--- src/rtl/cdb_age_arbiter_pkg.sv ---
// Shared CDB arbitration definitions.
// FU index order matches the FU_REQUESTS flatten order.
package sys_defs;

  localparam int NUM_FU_TOTAL = 6;
  localparam int N = 3;

  localparam int CDB_ARB_AGE_W = 4;
  localparam int CDB_STARVE_THRESH = 8;
  localparam int CDB_PERF_W = 16;

  typedef logic [CDB_ARB_AGE_W-1:0] CDB_AGE_T;

  // Branch 0, ALU 1..2, MEM 3, MULT 4..5
  localparam int FU_IDX_BRANCH = 0;
  localparam int FU_IDX_ALU = 1;
  localparam int FU_IDX_MEM = 3;
  localparam int FU_IDX_MULT = 4;

endpackage

--- src/rtl/cdb_age_arbiter_slot_alloc.sv ---
// Two-pass CDB slot filler: urgent requesters first,
// then normal requesters, both in ascending index order.
module cdb_slot_alloc #(
  parameter int NUM_REQ = 6,
  parameter int N = 3
) (
  input  logic [NUM_REQ-1:0]        urgent,
  input  logic [NUM_REQ-1:0]        normal,
  output logic [N-1:0][NUM_REQ-1:0] gnt_bus_next,
  output logic [NUM_REQ-1:0]        gnt_next
);

  localparam int SW = $clog2(N + 1);

  logic [SW-1:0] used;

  always_comb begin
    gnt_bus_next = '0;
    used = '0;
    for (int i = 0; i < NUM_REQ; i++) begin
      if (urgent[i]) begin
        for (int s = 0; s < N; s++)
          if (used == SW'(s))
            gnt_bus_next[s][i] = 1'b1;
        if (used != SW'(N))
          used = used + SW'(1);
      end
    end
    for (int i = 0; i < NUM_REQ; i++) begin
      if (normal[i]) begin
        for (int s = 0; s < N; s++)
          if (used == SW'(s))
            gnt_bus_next[s][i] = 1'b1;
        if (used != SW'(N))
          used = used + SW'(1);
      end
    end
    gnt_next = '0;
    for (int s = 0; s < N; s++)
      gnt_next = gnt_next | gnt_bus_next[s];
  end

endmodule

--- src/rtl/cdb_age_arbiter.sv ---
// Starvation-free CDB arbiter: ages losing requesters and
// promotes them to urgent; grants are registered.
import sys_defs::*;

module cdb_age_arbiter #(
  parameter int NUM_REQ = NUM_FU_TOTAL,
  parameter int N = sys_defs::N,
  parameter int AGE_W = CDB_ARB_AGE_W,
  parameter int STARVE_THRESH = CDB_STARVE_THRESH,
  parameter int PERF_W = CDB_PERF_W
) (
  input  logic                            clock,
  input  logic                            reset,
  input  logic [NUM_REQ-1:0]              req,
  input  logic                            flush,
  output logic [NUM_REQ-1:0]              gnt,
  output logic [N-1:0][NUM_REQ-1:0]       gnt_bus,
  output logic [NUM_REQ-1:0]              urgent_mask,
  output logic [PERF_W-1:0]               promote_cnt,
  output logic [NUM_REQ-1:0][AGE_W-1:0]   age_dbg
);

  localparam logic [AGE_W-1:0] AGE_MAX = '1;
  localparam logic [AGE_W-1:0] THR = AGE_W'(STARVE_THRESH);
  localparam logic [AGE_W-1:0] THR_M1 = AGE_W'(STARVE_THRESH - 1);
  localparam int CW = $clog2(NUM_REQ + 1);

  logic [NUM_REQ-1:0][AGE_W-1:0] age_q;
  logic [NUM_REQ-1:0]            normal_mask;
  logic [NUM_REQ-1:0]            gnt_next;
  logic [NUM_REQ-1:0]            lose;
  logic [N-1:0][NUM_REQ-1:0]     gnt_bus_next;
  logic [CW-1:0]                 n_cross;
  logic [PERF_W:0]               cnt_sum;

  always_comb begin
    urgent_mask = '0;
    for (int i = 0; i < NUM_REQ; i++)
      urgent_mask[i] = req[i] && (age_q[i] >= THR);
  end

  assign normal_mask = req & ~urgent_mask;

  cdb_slot_alloc #(
    .NUM_REQ (NUM_REQ),
    .N       (N)
  ) u_alloc (
    .urgent       (urgent_mask),
    .normal       (normal_mask),
    .gnt_bus_next (gnt_bus_next),
    .gnt_next     (gnt_next)
  );

  assign lose = req & ~gnt_next;

  // Threshold-1 losers are the ones that become urgent this edge
  always_comb begin
    n_cross = '0;
    for (int i = 0; i < NUM_REQ; i++)
      if (lose[i] && (age_q[i] == THR_M1))
        n_cross = n_cross + CW'(1);
    cnt_sum = {1'b0, promote_cnt} + (PERF_W + 1)'(n_cross);
  end

  always_ff @(posedge clock) begin
    if (reset) begin
      gnt <= '0;
      gnt_bus <= '0;
      age_q <= '0;
      promote_cnt <= '0;
    end else if (flush) begin
      gnt <= '0;
      gnt_bus <= '0;
      age_q <= '0;
    end else begin
      gnt <= gnt_next;
      gnt_bus <= gnt_bus_next;
      for (int i = 0; i < NUM_REQ; i++) begin
        if (!lose[i])
          age_q[i] <= '0;
        else if (age_q[i] != AGE_MAX)
          age_q[i] <= age_q[i] + AGE_W'(1);
      end
      promote_cnt <= cnt_sum[PERF_W] ? '1 : cnt_sum[PERF_W-1:0];
    end
  end

  assign age_dbg = age_q;

endmodule

--- config.mk ---
export PLATFORM = sky130hd
export DESIGN_NAME = cdb_age_arbiter
export DESIGN_NICKNAME = d
export VERILOG_FILES = /design/src/rtl/cdb_age_arbiter_pkg.sv /design/src/rtl/cdb_age_arbiter_slot_alloc.sv /design/src/rtl/cdb_age_arbiter.sv
export SDC_FILE = /design/constraint.sdc
export NUM_CORES = 1
export LEC_CHECK = 0
export ABC_AREA = 1
export CORE_MARGIN = 2
export CORE_UTILIZATION = 45
export DETAILED_ROUTE_END_ITERATION = 6
export PLACE_DENSITY = 0.7
export SYNTH_ARGS = -nofsm -noshare
export SYNTH_HDL_FRONTEND = slang
export SYNTH_HIERARCHICAL = 1
export SYNTH_SLANG_ARGS = --single-unit
--- constraint.sdc ---
create_clock -name clock -period 6.77 [get_ports clock]
set_clock_uncertainty 0.2 [all_clocks]
set_input_delay 0.677 -clock clock [delete_from_list [all_inputs] [get_ports clock]]
set_output_delay 0.677 -clock clock [all_outputs]
set_load 0.02 [all_outputs]
# Word-level counts from Yosys, hierarchy flattened
# Cells that the tools add are included.
[classes]
add_sub_neg = 22
order_cmp = 6
n_eq_ne = 44
n_mux = 95
bitwise_logic = 12
reduce_logical = 30
[op_table]
columns = ["operator", "n"]
rows = [
  ["two-way mux 1 bit", 69],
  ["two-way mux 2 bit", 20],
  ["adder 4 x 1 -> 4 bit, second input constant", 6],
  ["== test 4 x 3 -> 1 bit, second input constant", 6],
  [">= comparator 4 bit, second input constant", 6],
  ["inequality test 4 bit, second input constant", 6],
  ["zero test 2 bit", 11],
  ["== test 2 x 1 -> 1 bit, second input constant", 10],
  ["== test 2 bit, second input constant", 10],
  ["adder 2 x 1 -> 2 bit, second input constant", 9],
  ["inequality test 2 bit, second input constant", 9],
  ["OR reduction 3 bit", 6],
  ["adder 16 x 3 -> 17 bit", 1],
  ["two-way mux 16 bit", 1],
  ["adder 3 x 1 -> 3 bit, second input constant", 5],
  ["two-way mux 3 bit", 5],
  ["bitwise AND 6 bit", 2],
  ["logical AND 1 bit", 12],
  ["inverter 6 bit", 2],
  ["bitwise OR 6 bit", 2],
  ["inverter 1 bit", 6],
  ["adder 1 x 1 -> 2 bit, second input constant", 1],
  ["== test 1 x 2 -> 1 bit, second input constant", 1],
  ["inequality test 1 x 2 -> 1 bit, second input constant", 1],
  ["other kinds (2)", 2],
]
[totals]
ff_bits = 64
inputBits = 9
output_inout_bits = 70
word_cells = 220

# Longest topological paths before layout
# Gate-level depths: netlist of run 1.
[depth]
word_depth = 54
depth_mapped = 53
depth_no_buf = 53

# Cells and area by module
# Netlist of run 1, hierarchy kept.
[modules_own_cells]
columns = ["mod", "n_inst", "cells_each", "area_each_um2", "seq_area_each_um2"]
rows = [
  ["cdb_age_arbiter", 1, 468, 3301.9, 1281.2],
  ["cdb_slot_alloc", 1, 154, 795.8, 0.0],
]

# Worst setup path before layout of run 1
# Ideal clock, no wire load.
[synth_path]
path_kind = "input-to-reg"
startpoint = "input port req[0]"
endpoint = "register promote_cnt[14]"
setup_time_ns = 0.074
arrival_ns = 5.950
required_time_ns = 6.496
setup_slack_ns = 0.546
cell_stages = 47
n_path_buf = 1
cell_sequence = "nand2_1 -> inv_1 -> inv_1 -> ha_1 -> inv_1 -> nand2_2 -> nand2_2 -> nand2_2 -> nand4_1 -> nand2_1 -> nand2_2 -> nand3_2 -> nand2_1 -> nand2_2 -> a31oi_1 -> nand3_1 -> nor2_1 -> nand2_1 -> [... 11 more ...] -> ha_1 -> inv_1 -> o21ai_0 -> nand2_1 -> nand2_1 -> nand2_1 -> inv_1 -> nand2_1 -> nand2_1 -> inv_1 -> ha_1 -> nand2_2 -> o21ai_4 -> nand4_4 -> nor2_4 -> nand2_4 -> buf_6 -> a31oi_1"
[synth_between]
elab_cells_between_ends = 167
cone_classes = "add/sub: 16; eq/ne: 32; mux: 95; bitwise: 6; reduce/logical: 18"
[synth_rtl]
columns = ["item", "line", "source"]
rows = [
  ["from (decl)", "cdb_age_arbiter.sv:14", "input logic [NUM_REQ-1:0] req,"],
  ["logical AND 1 bit *", "cdb_age_arbiter.sv:39", "urgent_mask[i] = req[i] && (age_q[i] >= THR);"],
  ["net urgent_mask[0]", "cdb_age_arbiter.sv:18", "output logic [NUM_REQ-1:0] urgent_mask,"],
  ["two-way mux 1 bit", "cdb_age_arbiter_slot_alloc.sv:21", "if (urgent[i]) begin"],
  ["adder 1 x 1 -> 2 bit or inequality test 1 x 2 -> 1 bit (tied branches)", "cdb_age_arbiter_slot_alloc.sv:26, cdb_age_arbiter_slot_alloc.sv:25", ""],
  ["two-way mux 2 bit", "cdb_age_arbiter_slot_alloc.sv:25", "if (used != SW'(N))"],
  ["two-way mux 2 bit", "cdb_age_arbiter_slot_alloc.sv:21", ""],
  ["adder 2 x 1 -> 2 bit or inequality test 2 bit (tied branches)", "cdb_age_arbiter_slot_alloc.sv:26, cdb_age_arbiter_slot_alloc.sv:25", ""],
  ["two-way mux 2 bit", "cdb_age_arbiter_slot_alloc.sv:25", ""],
  ["[... 18 more ...]", "-", ""],
  ["net gnt_next[1]", "cdb_age_arbiter.sv:30", "logic [NUM_REQ-1:0] gnt_next;"],
  ["[... 6 more ...]", "-", ""],
  ["adder 3 x 1 -> 3 bit", "cdb_age_arbiter.sv:61", "n_cross = n_cross + CW'(1);"],
  ["two-way mux 3 bit *", "cdb_age_arbiter.sv:60", "if (lose[i] && (age_q[i] == THR_M1))"],
  ["adder 3 x 1 -> 3 bit", "cdb_age_arbiter.sv:61", ""],
  ["two-way mux 3 bit *", "cdb_age_arbiter.sv:60", ""],
  ["adder 3 x 1 -> 3 bit", "cdb_age_arbiter.sv:61", ""],
  ["two-way mux 3 bit *", "cdb_age_arbiter.sv:60", ""],
  ["adder 16 x 3 -> 17 bit *", "cdb_age_arbiter.sv:62", "cnt_sum = {1'b0, promote_cnt} + (PERF_W + 1)'(n_cross);"],
  ["two-way mux 16 bit *", "cdb_age_arbiter.sv:84", "promote_cnt <= cnt_sum[PERF_W] ? '1 : cnt_sum[PERF_W-1:0];"],
  ["to (signal assigned)", "cdb_age_arbiter.sv:84", ""],
  ["to (decl)", "cdb_age_arbiter.sv:19", "output logic [PERF_W-1:0] promote_cnt,"],
]
# Mark *: on every way through the listed nets, which the timed path passes. The rest lies on a longest branch.
# A chain may end at the register's enable or synchronous reset.

# Final worst setup path of run 1
[layout_path]
startpoint = "input port req[1]"
endpoint = "register promote_cnt[14]"
[layout_between]
elab_cells_between_ends = 156
cone_classes = "add/sub: 15; eq/ne: 29; mux: 89; bitwise: 6; reduce/logical: 17"
[layout_rtl]
columns = ["item", "line"]
rows = [
  ["logical AND 1 bit", "cdb_age_arbiter.sv:39"],
  ["two-way mux 2 bit", "cdb_age_arbiter_slot_alloc.sv:21"],
  ["adder 2 x 1 -> 2 bit or inequality test 2 bit (tied branches)", "cdb_age_arbiter_slot_alloc.sv:26, cdb_age_arbiter_slot_alloc.sv:25"],
  ["two-way mux 2 bit", "cdb_age_arbiter_slot_alloc.sv:25"],
  ["two-way mux 2 bit", "cdb_age_arbiter_slot_alloc.sv:21"],
  ["adder 2 x 1 -> 2 bit or inequality test 2 bit (tied branches)", "cdb_age_arbiter_slot_alloc.sv:26, cdb_age_arbiter_slot_alloc.sv:25"],
  ["two-way mux 2 bit", "cdb_age_arbiter_slot_alloc.sv:25"],
  ["two-way mux 2 bit", "cdb_age_arbiter_slot_alloc.sv:21"],
  ["[... 14 more ...]", "-"],
  ["net gnt_next[1]", "cdb_age_arbiter.sv:30"],
  ["[... 6 more ...]", "-"],
  ["adder 3 x 1 -> 3 bit", "cdb_age_arbiter.sv:61"],
  ["two-way mux 3 bit *", "cdb_age_arbiter.sv:60"],
  ["adder 3 x 1 -> 3 bit", "cdb_age_arbiter.sv:61"],
  ["two-way mux 3 bit *", "cdb_age_arbiter.sv:60"],
  ["adder 3 x 1 -> 3 bit", "cdb_age_arbiter.sv:61"],
  ["two-way mux 3 bit *", "cdb_age_arbiter.sv:60"],
  ["adder 16 x 3 -> 17 bit *", "cdb_age_arbiter.sv:62"],
  ["two-way mux 16 bit *", "cdb_age_arbiter.sv:84"],
]
# Marked as above.

==> metrics.md, run 1 <==
| Metric | Value |
|---|---|
| H-Tree Depth | 3 |
| RSZ-0062 raised after global routing | no |
| GR Layer Usage met2 | 34.20% |
| Reg2reg start | age_dbg[7] |
| Detailed Place HPWL | 7561 um |
| Number of cells after detailed placement | 813 |
| Deepest clock path buffer count | 2 |
| Number of global-route vias before repair | 3,822 |
| Total Power | 0.8494 mW |
| Hold WC Path Type | reg -> reg |
| Slowest CP cell | clkdlybuf4s50_1 |
| Die Wd | 99.43 um |
| Final design utilization | 64.09% |
| Synthesis-to-layout area growth | 37.07% |
| Worst EP required | 6.83 ns |
| Critical Path Start | req[1] |
| Async SR Flop Fraction | 0% |
| Remaining DRCs | 0 |
| Worst Path Buf+Inv | 10 |
| Hold_buf cts | 0 |
| Setup WS pre-CTS | -0.2159 ns |
| 1st-iter DRT viols | 176 |
| # port buffers | between 70 and 80 |
| Worst setup margin | 0.4021 ns |
| PwrDens | approximately 150 nW/um2 |
| Register Area | 1281 um2 |
| Die height | 99.43 um |
| Initial antenna violation count | 0 |
| Initial Util | 46.76% |
| Drt first pass iters | 5 |
| Post-Syn Nets | 657 |
| Worst Hold Launch | promote_cnt[12] |
| WL per Instance | 12.30 um |
| Area of the multi-input gates | 2556 um2 |
| Crit-path max FO | 5 |
| Overall routed net length | 10,380 um |
| Root Buffer | clkbuf_8 |
| Post-synth EDFFs | 0 |
| Arrival time worst endpoint | 6.43 ns |
| Period utilization | 94.06% |
| Site row count | 34 |
| Clk pin slew, worst setup/hold paths | 0.06 ns |
| Crit path kind | in -> reg |
| Achievable Freq | 157.0 MHz |
| Via count | roughly 4,300 |
| Diode count | 0 |
| GPL Wtd Cong | 0.9544 |
| Fin nets | 767 |
| Core area | 8763 um2 |
| Share of post-route cells with drive strength above 1 | 16.98% |
| GRT Util Overall | 20.48% |
| DR vias/cell | 5.079 |
| IR drop worst, VDD | approximately 0.11 mV |
| CP Launch Type | input pin |
| YS warnings | 6 |
| Clock buffer count from CTS | 9 |
| Lkg Pwr | 2.584 nW |
| Final Non-Filler Cells | roughly 840 |
| Minimum clock period | ~6.4 ns |
| Library cells used by synthesis | 39 |
| Fill cell total of the finished layout | 798 |
| Yosys reg bits | 64 |
| Most Crowded Layer GR | met2 |
| CP top delay family | simple AND/OR/NAND/NOR gates |
| Max stage delay on crit path | 0.48 ns |
| Relative slew slack | a little under half |
| Max Cap Viol | 0 |
| Status | finished, final reports clean |
| Crit-path most repeated cell | nand2_2 |
| Crit. End Element | flop |
| Clk Latency, worst-skew pair | 0.35 ns |
| Largest net degree at the start of global routing | 25 |
| Overflow after GRT | 0 |
| Die area | 9885 um2 |
| Sequential area share after synthesis | 31.27% |
| Dominant synthesized flop cell | dfxtp_1 |
| M3 GR Usage | around 3.9% |
| Syn Area/Cell | approximately 6.6 um2 |
| Antenna-violating nets left | 0 |
| Hold_ws | 0.3077 ns |
| Netlist Area Pre-Place | 4098 um2 |
| Hold Fails Final Rpt | 0 |
| Post-synthesis instance total | 622 |
| I/O pins | 79 |
| CTS tree | built |
| Max Slew Vio Count | 0 |
| Final setup vio count | 0 |
| Measured slew at the worst slew-check pin | 0.7970 ns |
| Clk sinks | 64 |
| First-pass GRT wire length | 16,760 um |
| M1 GR Usage | 26.37% |
-- layout make-up --
type / instances / area share [%]
multi-input cells: 434 / 45.51
flip-flops and latches: 64 / 22.81
repair buffers: 102 / 17.22
inverters: 121 / 8.131
clock buffers: 12 / 2.762
well taps: 108 / 2.406
clock inverters: 3 / 1.158
-- through the flow --
stage | setup TNS (ns) | cell area, um2
6_report | 0 | 5617
5_1_grt | 0 | 5617
4_1_cts | 0 | 5278
3_5_place_dp | -2.552 | 5057
3_3_place_gp | -0.9469 | 5057
2_1_floorplan | 0 | 4098
-- routing by layer --
metal	share of wire (%)	up-vias	wire length, um
met1	48	1965	4936
li1	-	2187	-
met2	47	123	4859
met4	1.2	0	121
met3	4.5	12	463
met5	0	-	0
-- path summary, 6_finish.rpt --
| path | endpoint | slack [ns] | cells past startpoint |
|---|---|---|---|
| setup / recovery | promote_cnt[14] | 0.40 | 48 |
| hold reg to reg | promote_cnt[12] | 0.31 | 1 |
| setup reg to reg | promote_cnt[14] | 0.75 | 47 |
| hold / removal | promote_cnt[12] | 0.31 | 1 |
-- kinds of logic (layout without fill, tap and decap cells) --
kind of cell               Yosys count  in the layout  synth area share, %
AOI/OAI and AO/OA                   64             64                9.130
xor gates and xnor gates             6              6                1.282
adders and majority gates           26             26                8.122
buffers and inverters              125            238                11.66
DFF                                 64             64                31.27
and+or+nand+nor                    337            338                38.53
-- flip-flops by register name, summed over array words and instances (netlist names) --
signal,cells
gnt_bus,18
age_dbg,24
promote_cnt,16
gnt,6
-- power breakdown --
| part | switching (mW) | internal (mW) |
|---|---|---|
| clock network | 0.152 | 0.225 |
| registers | 0.00412 | 0.382 |
| logic | 0.0531 | 0.0333 |
-- placed cells by master (no fill, tap or decap), types with 21 or more instances in the layout --
cell,netlist,layout
nand2_1,151,141
inv_1,116,110
clkdlybuf4s50_1,0,77
dfxtp_1,64,64
nor2_1,62,60
nand3_1,53,43
a21oi_1,25,25
buf_4,0,23
nand2_2,18,22
ha_1,25,21
-- repair_timing --
| action | CTS | global route |
|---|---|---|
| setup endpoints to repair | 0 | 16 |
| gates resized for setup | 0 | 56 |
| buffers inserted | 0 | 15 |
-- Yosys cell counts, types with 2 or more instances --
cell | count | area share, %
a21oi_1 | 25 | 3.1
a31oi_1 | 8 | 1.2
clkbuf_1 | 2 | 0.18
dfxtp_1 | 64 | 31
ha_1 | 25 | 7.6
inv_1 | 116 | 11
inv_2 | 4 | 0.37
nand2_1 | 151 | 14
nand2_2 | 18 | 2.7
nand3_1 | 53 | 6.5
nand3_2 | 8 | 2.0
nand3b_1 | 2 | 0.37
nand4_1 | 14 | 2.1
nor2_1 | 62 | 5.7
nor2_2 | 4 | 0.61
nor2_4 | 3 | 0.82
nor3_1 | 11 | 1.3
o21ai_0 | 13 | 1.6
o21ai_1 | 4 | 0.49
o21bai_1 | 5 | 0.92
o22ai_1 | 3 | 0.46
or2_2 | 5 | 0.76
xor2_1 | 6 | 1.3
(Power assumes the default switching activity.)
==> inputs of run 2 (changes only) <==
Settings changed: CORE_UTILIZATION 45 to 53, PLACE_DENSITY 0.7 to 0.8.
==> metrics.md, run 2 (synthesis gave the netlist of run 1 again) <==
| Metric | Value |
|---|---|
| Status | finished, final reports clean |
| Diode count | 0 (unchanged) |
| Dpl cell area | 5102 um2 (+0.89%) |
| CP Depth | 50 (+4.2%) |
| Measured slew at the worst slew-check pin | 0.7164 ns (-0.08065 ns) |
| First-pass GRT wire length | 17,240 um (+2.9%) |
| WHS Path Cells | 2 (+1) |
| Site row count | 32 (-5.9%) |
| Die height | 91.93 um (-7.5%) |
| Lkg Pwr | 2.573 nW (-0.43%) |
| CP Launch Type | input pin |
| Cells on worst reg2reg path | 49 (+4.3%) |
| Max stage delay on crit path | 0.48 ns (about the same) |
| H-Tree Depth | 3 (unchanged) |
| Detailed Place HPWL | 7980 um (+5.5%) |
| Deepest clock path buffer count | 2 (unchanged) |
| I/O pins | 79 (unchanged) |
| Number of global-route vias before repair | 3,992 (+4.4%) |
| Drt first pass iters | 5 (unchanged) |
| IR drop worst, VDD | 0.1176 mV (+9.3%) |
| PwrDens | 144.4 nW/um2 (-4.5%) |
| Clk pin slew, worst setup/hold paths | 0.08 ns (+0.02 ns) |
| Fill cell total of the finished layout | 623 (-22%) |
| Max Cap Viol | 0 (unchanged) |
| CTS tree | built |
| Worst EP required | 6.86 ns (+0.03 ns) |
| Arrival time worst endpoint | 6.47 ns (+0.04 ns) |
| Initial Util | 53.87% (+7.1 points) |
| Most common cell after layout, fill and taps aside | nand2_1 |
| Final design utilization | 73.67% (+9.6 points) |
| Root Buffer | clkbuf_8 |
| Relative slew slack | 52.19% (+5.5 points) |
| Highest-count cells in the layout ignoring fill and taps | nand2_1, inv_1, clkdlybuf4s50_1 |
| Hold_ws | 0.3145 ns (+0.006784 ns) |
| Minimum clock period | 6.383 ns (+0.01480 ns) |
| Design area | 5604 um2 (-0.22%) |
| Largest net degree at the start of global routing | 25 (unchanged) |
| Overall routed net length | 10,760 um (+3.7%) |
| Achievable Freq | 156.7 MHz (-0.23%) |
| Crit-path max FO | 5 (unchanged) |
| Flop-to-flop setup slack | 0.70 ns (-0.05 ns) |
| Largest register FFs | 24 (unchanged) |
| Initial antenna violation count | 0 (unchanged) |
| DR vias/cell | 5.119 (+0.79%) |
| Hold WC Path Type | reg -> reg |
| Core area | 7607 um2 (-13%) |
| GRT Util Overall | 25.10% (+4.6 points) |
| Synthesis-to-layout area growth | 36.76% |
| Overflow after GRT | 0 (unchanged) |
| Clock buffer count from CTS | 9 (unchanged) |
| CP top delay family | simple AND/OR/NAND/NOR gates |
| # port buffers | 78 (unchanged) |
| 1st-iter DRT viols | 264 (+50%) |
| Fin nets | 774 (+0.91%) |
| Hold Fails Final Rpt | 0 (unchanged) |
| Die area | 8451 um2 (-15%) |
| Crit. End Element | flop |
| GPL Wtd Cong | 0.9044 (-5.2%) |
| Clk sinks | 64 (unchanged) |
| Share of post-route cells with drive strength above 1 | 17.88% (+0.89 points) |
| Slowest CP cell | clkdlybuf4s50_1 |
| WL per Instance | 12.72 um (+3.4%) |
| Max Slew Vio Count | 0 (unchanged) |
| Worst Path Buf+Inv | 10 (unchanged) |
| Remaining DRCs | 0 (unchanged) |
| Via count | 4,331 (+1.0%) |
| Antenna-violating nets left | 0 (unchanged) |
| Crit path kind | in -> reg |
| Die Wd | 91.93 um (-7.5%) |
| Clk Latency, worst-skew pair | 0.36 ns (about the same) |
| Final setup vio count | 0 (unchanged) |
| Crit-path most repeated cell | nand2_2 |
| Period utilization | 94.28% (+0.22 points) |
-- run 2: worst min-delay path: stages (launching register included) --
cell,delay [ns]
dfxtp_1,0.34
nand2_1,0.07
a21oi_1,0.05
-- run 2: worst paths after layout --
check,startpoint,endpoint
worst max-delay path,req[1],promote_cnt[12]
worst min-delay path,age_dbg[9],age_dbg[9]
worst max register to register,age_dbg[3],promote_cnt[12]
worst min register to register,age_dbg[9],age_dbg[9]
-- run 2: where the power goes --
part	internal [mW]	switching [mW]	leakage, nW	total, mW
clock network	0.179	0.154	0.0993	0.333
registers	0.382	0.00414	0.518	0.386
logic	0.0362	0.0534	1.96	0.0895
-- run 2: per-layer routing --
metal / vias up / global-route usage [%] / routed length, um
li1: 2196 / - / -
met1: 1960 / 30.18 / 4644
met2: 150 / 43.01 / 5255
met3: 25 / 5.998 / 606
met4: 0 / 10.20 / 254
met5: - / 0 / 0
-- run 2: timing repair --
| action | CTS | global route |
|---|---|---|
| buffers inserted | 0 | 15 |
| endpoints found under the setup margin | 0 | 16 |
| hold buffers | 0 | 0 |
| resized for setup | 0 | 55 |
-- run 2: final cells by class --
class / instances / area (um2) / share of cell area [%]
repair buffers: 109 / 1017 / 18.15
well taps: 102 / 127.6 / 2.277
inverters: 121 / 459.2 / 8.194
clock inverters: 5 / 56.30 / 1.005
multi-input cells: 434 / 2521 / 44.99
clock buffers: 11 / 141.4 / 2.523
flip-flops and latches: 64 / 1281 / 22.86
-- run 2: metrics by stage --
stage / worst slack [ns] / total power, mW / instances / setup TNS (ns)
2_1_floorplan: 0.5455 / 0.4437 / 622 / 0
3_3_place_gp: -0.04140 / 0.4747 / 814 / -0.2680
3_5_place_dp: -0.2926 / 0.4761 / 814 / -3.835
4_1_cts: 0.05884 / 0.8066 / 830 / 0
5_1_grt: -0.08968 / 0.8429 / 846 / -0.4243
6_report: 0.3873 / 0.8093 / 846 / 0
==> inputs of run 3 (changes only) <==
Clock period 6.77 ns to 6.1 ns, I/O delays scaled along.
==> metrics.md, run 3 (synthesis gave the netlist of run 1 again) <==
| Metric | Value |
|---|---|
| Status | finished with violations |
| Failing checks | setup timing |
| I/O pins | 79 (unchanged) |
| Detailed Place HPWL | 8699 um (+9.0%) |
| Worst setup margin | -0.02944 ns (-0.4167 ns) |
| Highest-count cells in the layout ignoring fill and taps | buf_4, nand2_1, inv_1 |
| Via count | 5,268 (+22%) |
| Measured slew at the worst slew-check pin | 0.8508 ns (+0.1344 ns) |
| Flop-to-flop setup slack | -0.01 ns (-0.71 ns) |
| Largest register FFs | 24 (unchanged) |
| Antenna-violating nets left | 0 (unchanged) |
| Crit. End Element | flop |
| Area of the multi-input gates | 2683 um2 (+6.4%) |
| Overall routed net length | 16,300 um (+51%) |
| Pint | 0.7289 mW (+22%) |
| Synthesis-to-layout area growth | 60.70% |
| Relative slew slack | 43.07% (-9.1 points) |
| Root Buffer | clkbuf_8 |
| Sequential power share | 43.5% (-4.2 points) |
| Worst Path Buf+Inv | 11 (+1) |
| Reg-to-Reg End | promote_cnt[15] |
| Die area | 8451 um2 (unchanged) |
| Lkg Pwr | 3.143 nW (+22%) |
| Slowest CP cell | ha_4 |
| GPL Wtd Cong | 0.9395 (+3.9%) |
| Max Cap Viol | 0 (unchanged) |
| CP top delay family | simple AND/OR/NAND/NOR gates |
| Deepest clock path buffer count | 2 (unchanged) |
| PwrDens | 149.7 nW/um2 (+3.7%) |
| Clk pin slew, worst setup/hold paths | 0.07 ns (about the same) |
| Clock share of power | 42.4% (+1.2 points) |
| Initial Util | 53.87% (unchanged) |
| Register Area | 1284 um2 (+0.20%) |
| Setup TNS | -0.09269 ns (-0.09269 ns) |
| Crit-path max FO | 7 (+2) |
| IR drop worst, VDD | 0.1185 mV (+0.84%) |
| Arrival time worst endpoint | 6.23 ns (-0.24 ns) |
| Period utilization | 100.5% |
| Largest net degree at the start of global routing | 25 (unchanged) |
| Fraction of power spent switching nets | 26.05% (-0.095 points) |
| Share of post-route cells with drive strength above 1 | 31.76% (+14 points) |
| # port buffers | 78 (unchanged) |
| Fill cell total of the finished layout | 420 (-33%) |
| Die height | 91.93 um (unchanged) |
| GRT Util Overall | 32.33% (+7.2 points) |
| Max stage delay on crit path | 0.31 ns (-0.17 ns) |
| Clock buffer count from CTS | 9 (unchanged) |
| Reg2reg start | age_dbg[3] |
| Most common cell after layout, fill and taps aside | buf_4 |
| First-pass GRT wire length | 22,060 um (+28%) |
| Worst EP required | 6.20 ns (-0.66 ns) |
| WL per Instance | 17.12 um (+35%) |
| Logic gate share of total power | 14.1% (+3.0 points) |
| Clk sinks | 64 (unchanged) |
| Crit path kind | in -> reg |
| Initial antenna violation count | 0 (unchanged) |
| Critical Path Start | req[1] |
| CTS tree | built |
| Hold WC Path Type | reg -> reg |
| Remaining DRCs | 0 (unchanged) |
| Number of cells after detailed placement | 879 (+8.0%) |
| Clk Latency, worst-skew pair | 0.35 ns (about the same) |
| Die Wd | 91.93 um (unchanged) |
| Achievable Freq | 163.1 MHz |
| Fin nets | 880 (+14%) |
| NetSw | 0.2567 mW (+21%) |
| Max Slew Vio Count | 0 (unchanged) |
| Number of global-route vias before repair | 4,938 (+24%) |
| Crit-path most repeated cell | nand2_2 |
| Drt first pass iters | 5 (unchanged) |
| Overflow after GRT | 0 (unchanged) |
| Core area | 7607 um2 (unchanged) |
| CP Depth | 49 (-2.0%) |
| DR vias/cell | 5.534 (+8.1%) |
| H-Tree Depth | 3 (unchanged) |
| Crit path capture | promote_cnt[15] |
| Cells on worst reg2reg path | 48 (-2.0%) |
| Minimum clock period | around 6.1 ns |
| Diode count | 0 (unchanged) |
| WHS Path Cells | 1 (-1) |
| Hold Fails Final Rpt | 0 (unchanged) |
| Site row count | 32 (unchanged) |
| 1st-iter DRT viols | 431 (+63%) |
| Hold_buf cts | 0 (unchanged) |
| Final Non-Filler Cells | 952 (+13%) |
| CP Launch Type | input pin |
| RSZ-0062 raised after global routing | yes |
| Final setup vio count | 7 (+7) |
-- run 3: layer usage --
metal | track usage, % | share of wire [%] | up-vias
met2 | 58.03 | 51 | 316
met1 | 35.59 | 37 | 2451
met5 | 0 | 0 | -
met4 | 17.16 | 5.7 | 0
met3 | 6.820 | 6.8 | 90
li1 | - | - | 2411
-- run 3: metrics by stage --
stage | util (%) | hold WS, ns | total power [mW] | setup WS (ns) | cell area [um2]
6_report | 86.56 | 0.3242 | 0.9856 | -0.02944 | 6585
5_1_grt | 86.56 | 0.3507 | 1.008 | -0.3186 | 6585
4_1_cts | 82.01 | 0.3208 | 0.9619 | 0.01340 | 6238
3_5_place_dp | 73.49 | 0.3049 | 0.5442 | -0.8883 | 5590
3_3_place_gp | 73.49 | 0.2823 | 0.5422 | -0.6282 | 5590
2_1_floorplan | - | 0.3532 | 0.4924 | 0.02718 | 4098
-- run 3: worst reg2reg max path, delay by kind of cell, from the launching register on --
| kind | cells | cell delay, ns |
|---|---|---|
| and+or+nand+nor | 29 | 3.00 |
| adders and majority gates | 5 | 1.19 |
| buffers and inverters | 10 | 0.82 |
| AOI/OAI and AO/OA | 4 | 0.49 |
| DFF | 1 | 0.35 |
-- run 3: layout make-up --
type                    count  share of cell area, %
multi-input cells         434                  40.74
repair buffers            215                  27.57
flip-flops and latches     64                  19.49
inverters                 121                  7.011
clock buffers              13                  2.261
well taps                 102                  1.938
clock inverters             3                 0.9880
-- run 3: how the worst min path moves through the flow --
stage,from,end,slack (ns)
final,age_dbg[20],age_dbg[20],0.32
after global routing,age_dbg[4],age_dbg[4],0.35
after CTS,promote_cnt[12],promote_cnt[12],0.32
after detailed placement,promote_cnt[12],promote_cnt[12],0.30
after global placement,promote_cnt[14],promote_cnt[14],0.28
after floorplan,promote_cnt[12],promote_cnt[12],0.35
-- run 3: timing repair --
item                                    in CTS  in global routing
endpoints found under the setup margin      16                 17
pin swaps                                   20                 37
gates resized for setup                     37                 72
buffers inserted                            39                 18
cloned                                       1                  0
-- run 3: power groups by stage --
| stage | clock network, mW | registers (mW) | logic [mW] |
|---|---|---|---|
| 2_1_floorplan | 0 | 0.445 | 0.0470 |
| 3_3_place_gp | 0 | 0.438 | 0.104 |
| 3_5_place_dp | 0 | 0.438 | 0.106 |
| 4_1_cts | 0.410 | 0.429 | 0.123 |
| 5_1_grt | 0.430 | 0.429 | 0.149 |
| 6_report | 0.418 | 0.429 | 0.139 |
